--- src/rtl/pipeline_info_serializer.sv ---
// Word FIFO feeding a chunk shifter: words are queued on push and
// emitted CHUNK_WIDTH bits at a time, one chunk per consumer strobe.
module pipeline_info_serializer #(
   parameter int unsigned DATA_WIDTH  = 32,
   parameter int unsigned CHUNK_WIDTH = 8,
   parameter int unsigned FIFO_DEPTH  = 4,
   parameter bit          MSB_FIRST   = 1'b0
) (
   input  logic                          i_clk,
   input  logic                          i_reset,
   input  logic                          i_flush,
   input  logic                          i_push,
   input  logic [DATA_WIDTH-1:0]         i_push_data,
   output logic                          o_full,
   output logic [$clog2(FIFO_DEPTH):0]   o_count,
   output logic                          o_overflow,
   input  logic                          i_chunk_done,
   output logic [CHUNK_WIDTH-1:0]        o_chunk,
   output logic                          o_chunk_valid,
   output logic                          o_word_last,
   output logic                          o_empty
);

   localparam int unsigned NCH = DATA_WIDTH / CHUNK_WIDTH;
   localparam int unsigned IW  = (NCH > 1) ? $clog2(NCH) : 1;
   localparam int unsigned PW  = $clog2(FIFO_DEPTH);
   localparam int unsigned CW  = PW + 1;

   typedef enum logic {
      S_IDLE,
      S_ACTIVE
   } state_t;

   state_t                state_q, state_d;
   logic [DATA_WIDTH-1:0] word_q, word_d;
   logic [IW-1:0]         idx_q, idx_d;
   logic [PW-1:0]         wr_ptr_q, wr_ptr_d;
   logic [PW-1:0]         rd_ptr_q, rd_ptr_d;
   logic [CW-1:0]         count_q, count_d;
   logic                  ovf_q, ovf_d;
   logic [DATA_WIDTH-1:0] mem_q [FIFO_DEPTH];

   logic          full;
   logic          fifo_has;
   logic          last_idx;
   logic          push_ok;
   logic          pop;
   logic [IW-1:0] sel;

   assign full     = (count_q == CW'(FIFO_DEPTH));
   assign fifo_has = (count_q != '0);
   assign last_idx = (idx_q == IW'(NCH - 1));

   always_comb begin
      state_d  = state_q;
      word_d   = word_q;
      idx_d    = idx_q;
      wr_ptr_d = wr_ptr_q;
      rd_ptr_d = rd_ptr_q;
      count_d  = count_q;
      ovf_d    = ovf_q;
      push_ok  = 1'b0;
      pop      = 1'b0;
      if (i_flush) begin
         state_d  = S_IDLE;
         word_d   = '0;
         idx_d    = '0;
         wr_ptr_d = '0;
         rd_ptr_d = '0;
         count_d  = '0;
         ovf_d    = 1'b0;
      end else begin
         // Full is judged on the registered count, so a same-cycle pop
         // never rescues a push at full.
         push_ok = i_push && !full;
         if (i_push && full) begin
            ovf_d = 1'b1;
         end
         unique case (state_q)
            S_IDLE: begin
               pop = fifo_has;
            end
            S_ACTIVE: begin
               if (i_chunk_done) begin
                  if (last_idx) begin
                     if (fifo_has) begin
                        pop = 1'b1;
                     end else begin
                        state_d = S_IDLE;
                        word_d  = '0;
                        idx_d   = '0;
                     end
                  end else begin
                     idx_d = idx_q + IW'(1);
                  end
               end
            end
            default: state_d = S_IDLE;
         endcase
         if (pop) begin
            state_d  = S_ACTIVE;
            word_d   = mem_q[rd_ptr_q];
            idx_d    = '0;
            rd_ptr_d = rd_ptr_q + PW'(1);
         end
         if (push_ok) begin
            wr_ptr_d = wr_ptr_q + PW'(1);
         end
         count_d = count_q + CW'(push_ok) - CW'(pop);
      end
   end

   always_ff @(posedge i_clk) begin
      if (!i_reset) begin
         state_q  <= S_IDLE;
         word_q   <= '0;
         idx_q    <= '0;
         wr_ptr_q <= '0;
         rd_ptr_q <= '0;
         count_q  <= '0;
         ovf_q    <= 1'b0;
      end else begin
         state_q  <= state_d;
         word_q   <= word_d;
         idx_q    <= idx_d;
         wr_ptr_q <= wr_ptr_d;
         rd_ptr_q <= rd_ptr_d;
         count_q  <= count_d;
         ovf_q    <= ovf_d;
      end
   end

   always_ff @(posedge i_clk) begin
      if (i_reset && push_ok) begin
         mem_q[wr_ptr_q] <= i_push_data;
      end
   end

   always_comb begin
      sel = MSB_FIRST ? (IW'(NCH - 1) - idx_q) : idx_q;
   end

   assign o_chunk       = word_q[sel*CHUNK_WIDTH +: CHUNK_WIDTH];
   assign o_chunk_valid = (state_q == S_ACTIVE);
   assign o_word_last   = (state_q == S_ACTIVE) && last_idx;
   assign o_full        = full;
   assign o_count       = count_q;
   assign o_overflow    = ovf_q;
   assign o_empty       = !fifo_has && (state_q == S_IDLE);

endmodule

--- config.mk ---
export PLATFORM = sky130hd
export DESIGN_NAME = pipeline_info_serializer
export DESIGN_NICKNAME = d
export VERILOG_FILES = /design/src/rtl/pipeline_info_serializer.sv
export SDC_FILE = /design/constraint.sdc
export NUM_CORES = 1
export LEC_CHECK = 0
export CAP_MARGIN = 20
export CORE_MARGIN = 2
export CORE_UTILIZATION = 45
export CTS_CLUSTER_SIZE = 14
export DETAILED_ROUTE_END_ITERATION = 10
export DONT_BUFFER_PORTS = 1
export GPL_TIMING_DRIVEN = 0
export HOLD_SLACK_MARGIN = 0.03
export MAX_ROUTING_LAYER = met4
export SLEW_MARGIN = 10
export SYNTH_ARGS = -nofsm -noshare
export SYNTH_HDL_FRONTEND = slang
export SYNTH_SLANG_ARGS = --single-unit
--- constraint.sdc ---
create_clock -name i_clk -period 3.8 [get_ports i_clk]
set_clock_uncertainty 0.15 [all_clocks]
set_input_delay 0.38 -clock i_clk [delete_from_list [all_inputs] [get_ports i_clk]]
set_output_delay 0.38 -clock i_clk [all_outputs]
set_load 0.1 [all_outputs]
Word-level counts from Yosys, hierarchy flattened
Memories as Yosys holds them, arrays and structs flattened. A register that Yosys moved wholly into a read port is not among the register bits.
Index checks and enable logic that the tools add are counted.
{ "op_classes": {"addsub": 5, "n_mul": 0, "div": 0, "magnitude_cmp": 0, "eq_ne": 4, "shift": 1, "mux": 21, "bitwise": 2, "reduce_logical": 15} }
{ "ops": {"columns": ["operator", "n"], "rows": [
  ["two-way mux 32 bit", 5],
  ["indexed part select 32 x 6 -> 8 bit", 1],
  ["two-way mux 1 bit", 11],
  ["two-way mux 2 bit", 4],
  ["adder 2 x 1 -> 2 bit (second input constant)", 3],
  ["nonzero test 2 bit", 3],
  ["logical AND 1 bit", 5],
  ["AND reduction 4 bit", 1],
  ["adder 3 x 1 -> 3 bit", 1],
  ["== test 3 bit (second input constant)", 1],
  ["AND reduction 3 bit", 1],
  ["nonzero test 3 bit", 1],
  ["OR reduction 3 bit", 1],
  ["subtractor 3 x 1 -> 3 bit", 1],
  ["== test 2 bit (second input constant)", 1],
  ["logical NOT 1 bit", 2],
  ["inequality test 2 x 1 -> 1 bit (second input constant)", 1],
  ["inequality test 2 bit (second input constant)", 1],
  ["inverter 1 bit", 2],
  ["case mux 1 bit (2 select lines)", 1],
  ["OR reduction 2 bit", 1]
]} }
{ "word_totals": {"reg_bits": 43, "latchBits": 0, "ram_bits": 128, "rom_bits": 0, "in_bits": 37, "output_inout_bits": 16, "elab_cells": 56, "memories": 1} }
{ "memory_table": {"columns": ["memory", "words", "width", "rd", "rd_ports_with_merged_regs", "wr", "line_no", "source"], "rows": [
  ["mem_q", 4, 32, 1, 1, 1, "41", "logic [DATA_WIDTH-1:0] mem_q [FIFO_DEPTH];"]
]} }

Depth between registers and ports, before layout
{ "depth": {"word_depth": 8, "ltp_mapped": 12, "mapped_depth_nobuf": 12} }

Worst setup path after synthesis
No wires, ideal clock.
{ "synth_timing": {"path_kind": "flip-flop to flip-flop", "startpoint": "register count_q[1] (netlist: o_count[1])", "endpoint": "register idx_q[0]", "setup_time_ns": 0.077, "arrival_time_ns": 4.390, "t_required_ns": 3.573, "path_slack_ns": -0.817, "path_stages_with_launch": 4, "n_path_buf": 0, "period_less_slack_ns": 4.617, "cell_sequence": "dfxtp_1 nor4_1 o21ai_0 a21oi_1"} }
{ "synth_between": {"elab_chain_cells": 7, "word_cells_on_any_way": 9, "classes_between": "eq/ne (1); mux (5); reduce/logical (3)"} }
{ "synth_lines": {"columns": ["item", "line_no", "source"], "rows": [
  ["from (decl)", "39", "logic [CW-1:0] count_q, count_d;"],
  ["from (signal assigned)", "128", "count_q <= count_d;"],
  ["nonzero test 3 bit (*)", "51", "assign fifo_has = (count_q != '0);"],
  ["two-way mux 1 bit", "86", "if (fifo_has) begin"],
  ["two-way mux 1 bit", "85", "if (last_idx) begin"],
  ["two-way mux 1 bit", "84", "if (i_chunk_done) begin"],
  ["case mux 1 bit (2 select lines)", "79", "unique case (state_q)"],
  ["two-way mux 1 bit", "64", "if (i_flush) begin"],
  ["OR reduction 3 bit (no line)", null, null],
  ["to (signal assigned)", "125", "idx_q <= idx_d;"],
  ["to (decl)", "36", "logic [IW-1:0] idx_q, idx_d;"]
]} }
Mark *: on every way between the ends. The rest lies on a longest branch, timed or not. The select of a mux whose other input is x is not followed.
A chain may end at the register's enable or synchronous reset.

Worst setup path in the final report
{ "layout_timing": {"startpoint": "register count_q[2] (netlist: o_count[2])", "endpoint": "register count_q[2] (netlist: o_count[2])"} }
{ "layout_between": {"word_cells_on_any_way": 11, "classes_between": "add/sub (2); eq/ne (1); mux (5); reduce/logical (3)"} }
{ "layout_rtl": {"columns": ["item", "line_no", "source"], "rows": [
  ["== test 3 bit", "50", "assign full = (count_q == CW'(FIFO_DEPTH));"],
  ["named net o_full", "14", "output logic o_full,"],
  ["logical NOT 1 bit", "75", "push_ok = i_push && !full;"],
  ["logical AND 1 bit", "75", null],
  ["adder 3 x 1 -> 3 bit", "109", "count_d = count_q + CW'(push_ok) - CW'(pop);"],
  ["subtractor 3 x 1 -> 3 bit", "109", null]
]} }
The timed path passes the listed nets, and every way through them passes these cells. The select of a mux whose other input is x is not followed.

==> impl_metrics.toml <==
[setup_path]
critPathRequiredTime_ps = 3990
r2r_slack_ps = 380
critPathMaxFanout = 6
r2r-start = "o_count[2]$_SDFF_PP0_"
ff2ff_path_depth = 12
start_kind = "flop"
end_kind = "flop"
arrival_ps = 3610
timing.rr.end = "o_count[2]$_SDFF_PP0_"
crit_type = "flop to flop"

[synthesis]
synth_edf_count = 128
ys_ff_latch = 173
synthArstFlopShare_pct = 0
synth.avg_cell_area_um2 = 19.8
synthTopCellsByArea = "edfxtp_1 59%, dfxtp_1 14%, mux4_2 14%"
synth_flop_cell = "edfxtp_1"
syn-num-nets = 375
synth_top_area_share_pct = 58.7
yosysTopAreaCell = "edfxtp_1"
synth_common_cells = "128 x edfxtp_1, 45 x dfxtp_1, 40 x mux4_2"
yosysMostFrequentCell = "edfxtp_1"
netlist_area_mm2 = 0.00655
ys_types = 34
synth_cells = 330
ys_seq_area_share_pct = 72.5
ys_warn_count = 0

[detailed_routing]
wl_per_cell_um = 20.8
drc = 0
via_count = 3318
via_per_inst = 5.61
postRouteAntennaNets = 0
drt-pass1-iter-count = 4
initialDrtViolationCount = 190
drt-total-wl_um = 12300

[clocking]
clk_path_buf_depth = 2
cts_setup_buffers = 0
numClockSinks = 173
clk_pin_slew_ps = 60
htreeDepth = 4
cts_root_buf = "clkbuf_16"
numCtsBuffers = 17
insertion_delay_ps = 420
cts_tree = "built"

[sta]
tightestPinTransition_ps = 957
fmax_mhz = 292
setup_viol = 0
fin_setup_tns_ps = 0
finalCritPeriodShare_pct = 90.0
rsz0062_at_grt = "no"
max_slew_margin_pct = 36.1
hold_viol = 0
finalCriticalPeriod_ps = 3420
slew_violations = 0
layout_setup_ws_ps = 379

[die]
io_pins = 53
die_w_um = 125
die_h_um = 125
fp-row-count = 44
die_area_mm2 = 0.0155
start_util_pct = 45.6
design.core.area_mm2 = 0.0144

[finish]
fin_cells = 591
insertedDiodeCount = 0
num-fill-cells = 1105
nNetsFinal = 439
utilization_pct = 55.0
drive_gt1_share_pct = 25.6
syn_to_final_growth_pct = 20.8
multi_input_area_mm2 = 0.00166
final-seq-area_mm2 = 0.00475

[power]
power_density_mw_per_mm2 = 602
vdd_drop_max_mv = 0.343
power.leakage_nw = 2.57

[job]
cap_viol_max_count = 0

[place]
dp.cells = 523
hpwlAfterDp_um = 8360
gp_congestion = 0.725
place_ws_ps = -26.0
portBuffers = 0

[global_routing]
track_usage_pct = 17.5
grt_pass1_wl_um = 19500
antenna_found_initial = 0
met1_usage_pct = 21.6
busiest_layer = "met2"
use_met2_pct = 28.7
first_global_vias = 3507
overflow = 0
use_met3_pct = 3.87
grt_max_degree = 20

[hold_path]
holdPathEnd = "idx_q[1]$_SDFFE_PP0P_"
hold_path_startpoint = "i_chunk_done"
min_path_type = "primary input to flop"
holdPathStages = 3

[run_status]
outcome = "finished clean"
==> cell usage in the layout, fill, tap and decap left out, types with 2 or more instances in the layout <==
master           n
buf_16           7
nor2b_1          2
nor3_2           2
nand3_1          5
nand2_1          2
o21ai_0          4
a21oi_1          8
dfxtp_1         44
clkinv_1         3
a32o_1          32
buf_6            9
and3_2           4
clkbuf_16       17
nor2_1           5
edfxtp_1       128
mux4_2          40
buf_2            7
ha_1             7
clkbuf_1         9
clkinv_2         4
clkinvlp_4       4
inv_1            7
and2_1           3
dlygate4sd3_1   34
==> worst max-delay path: stages (launching register included) <==
cell	delay [ps]
dfxtp_2	740
or3b_1	490
inv_2	420
nor2_1	180
inv_1	90
ha_1	220
inv_1	50
ha_1	130
inv_1	50
fa_1	370
xor2_1	160
and2_1	180
nor3_1	110
==> stage by stage <==
stage | instance area (um^2) | total power, mW | hold WS (ps)
5_1_grt | 7910 | 4.95 | 63.7
3_3_place_gp | 6780 | 3.08 | 323
3_5_place_dp | 6990 | 3.18 | 329
4_1_cts | 7870 | 4.78 | 44.8
2_1_floorplan | 6550 | 2.94 | 303
6_report | 7910 | 4.76 | 66.2
==> timing repair <==
action	in CTS	in global routing
endpoints found under the setup margin	1	0
hold buffers	34	0
hold endpoints to repair	132	0
gates resized for setup	1	0
==> layout make-up <==
class | count | share of cell area, %
plain buffers | 20 | 1.71
multi-input cells | 129 | 21.0
clock inverters | 13 | 1.27
flip-flops and latches | 173 | 60.0
repair buffers | 45 | 7.28
well taps | 184 | 2.91
inverters | 8 | 0.380
clock buffers | 19 | 5.47
==> layer usage <==
metal	wire, um	vias up	share of wire [%]
li1	-	1505	-
met1	5240	1741	43
met2	6560	62	53
met3	370	10	3.0
met4	123	0	1.0
met5	0	-	0
==> how the worst max path moves through the flow <==
stage	cells past startpoint	slack (ps)	from	end
2_1_floorplan	12	230	o_count[2]$_SDFF_PP0_	o_count[2]$_SDFF_PP0_
3_3_place_gp	4	-290	o_count[1]$_SDFF_PP0_	mem_q[3][15]$_DFFE_PP_
3_5_place_dp	12	-30	o_count[2]$_SDFF_PP0_	o_count[2]$_SDFF_PP0_
4_1_cts	12	170	o_count[0]$_SDFF_PP0_	o_count[2]$_SDFF_PP0_
5_1_grt	12	170	o_count[2]$_SDFF_PP0_	o_count[2]$_SDFF_PP0_
6_report	12	380	o_count[2]$_SDFF_PP0_	o_count[2]$_SDFF_PP0_
==> logic make-up after synthesis <==
logic type               after synthesis  synth area share (%)
AO/OA/AOI/OAI                         50                  6.75
XOR/XNOR                               1                 0.134
adder cells (fa/ha/maj)                8                  1.64
buffers and inverters                 28                  2.52
flip-flops                           173                  72.5
multiplexers                          40                  13.8
AND/OR/NAND/NOR                       30                  2.73
==> flip-flops by register name (all words and copies together) (netlist names), named ones only <==
signal         cells
o_count            3
o_chunk_valid      1
mem_q            128
word_q            32
idx_q              2
rd_ptr_q           2
o_overflow         1
wr_ptr_q           2
==> power by group <==
group	switching (mW)	total, mW	internal, mW	leakage (nW)
registers	0.0857	2.20	2.11	1.52
clock network	0.672	1.56	0.890	0.251
logic	0.597	0.998	0.400	0.798
total	1.35	4.76	3.40	2.57
Power figures use the tool's default switching activity.
==> edit: new RTL, same flow settings <==
`word_q` no longer has a reset.
--- a/src/rtl/pipeline_info_serializer.sv
+++ b/src/rtl/pipeline_info_serializer.sv
@@ -114,5 +114,4 @@
       if (!i_reset) begin
          state_q  <= S_IDLE;
-         word_q   <= '0;
          idx_q    <= '0;
          wr_ptr_q <= '0;
@@ -122,5 +121,4 @@
       end else begin
          state_q  <= state_d;
-         word_q   <= word_d;
          idx_q    <= idx_d;
          wr_ptr_q <= wr_ptr_d;
@@ -129,4 +127,8 @@
          ovf_q    <= ovf_d;
       end
+   end
+
+   always_ff @(posedge i_clk) begin
+      word_q <= word_d;
    end
 
Function: changed (a bounded check fails within 4 cycles, from zero or initial values; the reset may be asserted at any time).
==> edit against the unedited design <==
Setup slack improved by 0.14 ns; sequential cell count unchanged; final area increased by 1.5%; combinational power increased by 33%; first-iteration DRC count increased by 74%; power increased by 12%; synthesized area unchanged; fmax increased by 4.3%; routed wire length increased by 3.4%; largest power group unchanged.
==> edit: results <==
[pwr]
p_leak_nw = 2.610
p_int_mw = 3.686
vdd_drop_max_mv = 0.3553

[setup_path]
crit_arrival_ns = 3.48
path_max_fanout = 7
rrSetupSlack_ns = 0.52
r2r-end = o_count[2]

[detailed_routing]
routed_wl_mm = 12.72
drt_iter0_drc = 331
vias = 3317

[place]
hpwl_mm = 8.434
gp_congestion = 0.7229
dp_slack_ns = 0.4283
post_dp_cell_area_um2 = 7077
place_inst = 525

[sta]
setup_ws_ns = 0.5207
slew_headroom_pct = 34.40

[worst_hold_path]
hp-class = in2reg

[grt]
grt_pass1_wl_mm = 20.13
grt_pass1_vias = 3501
grt_usage_pct = 18.10

[synth]
ys_top_cells_by_area = edfxtp_1, dfxtp_1, mux4_2
synth-async-reset-ratio_pct = 0
ys_types = 35
synth_commonest_cells = edfxtp_1, dfxtp_1, mux4_2
syn_nets = 373
synth_cells = 328

[layout]
fillers = 1075
stdcell_count = 594
drive_above_1_share_pct = 24.88
final_nets = 442

[outcome]
status = complete, no violations
-- edit: how the worst min path moves through the flow --
stage,from,end,slack (ns)
6_report,i_chunk_done,idx_q[0],0.07
5_1_grt,i_chunk_done,idx_q[0],0.06
3_5_place_dp,i_push_data[0],mem_q[3][0],0.33
2_1_floorplan,rd_ptr_q[1],flip-flop,0.30
4_1_cts,i_chunk_done,idx_q[0],0.03
3_3_place_gp,rd_ptr_q[1],rd_ptr_q[1],0.32
-- edit: cell type report --
type                    instances  area, um2  share of cell area, %
plain buffers                  20      140.1                  1.747
clock inverters                14      145.1                  1.809
inverters                       9      33.78                 0.4211
clock buffers                  18      429.2                  5.349
flip-flops and latches        173       4745                  59.14
repair buffers                 50      650.6                  8.110
multi-input cells             126       1649                  20.56
well taps                     184      230.2                  2.870
-- edit: repair_timing --
action / 4_1_cts / 5_1_grt
endpoints found under the hold margin: 134 / 0
gates resized for setup: 0 / 0
hold buffers: 36 / 0
-- edit: kinds of logic after synthesis --
logic type	after synthesis	synth area share, %
buffers and inverters	29	2.656
AND/OR/NAND/NOR	28	2.752
XOR/XNOR	1	0.1338
AO/OA/AOI/OAI	49	6.478
multiplexers	40	13.87
flip-flops	173	72.46
adder cells (fa/ha/maj)	8	1.643
-- edit: worst max-delay path, cell delays in order (launching register included) --
cell and delay, ns:
dfxtp_1 0.97, buf_6 0.23, nor3b_4 0.31, buf_6 0.17, nand2b_1 0.10, ha_1 0.22
inv_1 0.06, ha_1 0.13, inv_1 0.05, fa_1 0.37, xor2_1 0.16, and2_1 0.15
nor3_1 0.13
-- edit: per-layer routing --
metal  track usage (%)  up-vias  part of all wire, %
li1                  -     1512                    -
met4             5.948        0                  1.1
met2             27.48       79                   49
met3             5.971       14                  5.8
met1             23.24     1712                   44
met5                 -        -                    0
-- edit: power by group through the flow --
stage,Combinational [mW],Clock (mW),Sequential (mW)
2_1_floorplan,0.908,0,2.38
3_3_place_gp,1.05,0,2.41
3_5_place_dp,1.28,0,2.36
4_1_cts,1.33,1.71,2.32
5_1_grt,1.41,1.78,2.33
6_report,1.33,1.67,2.31
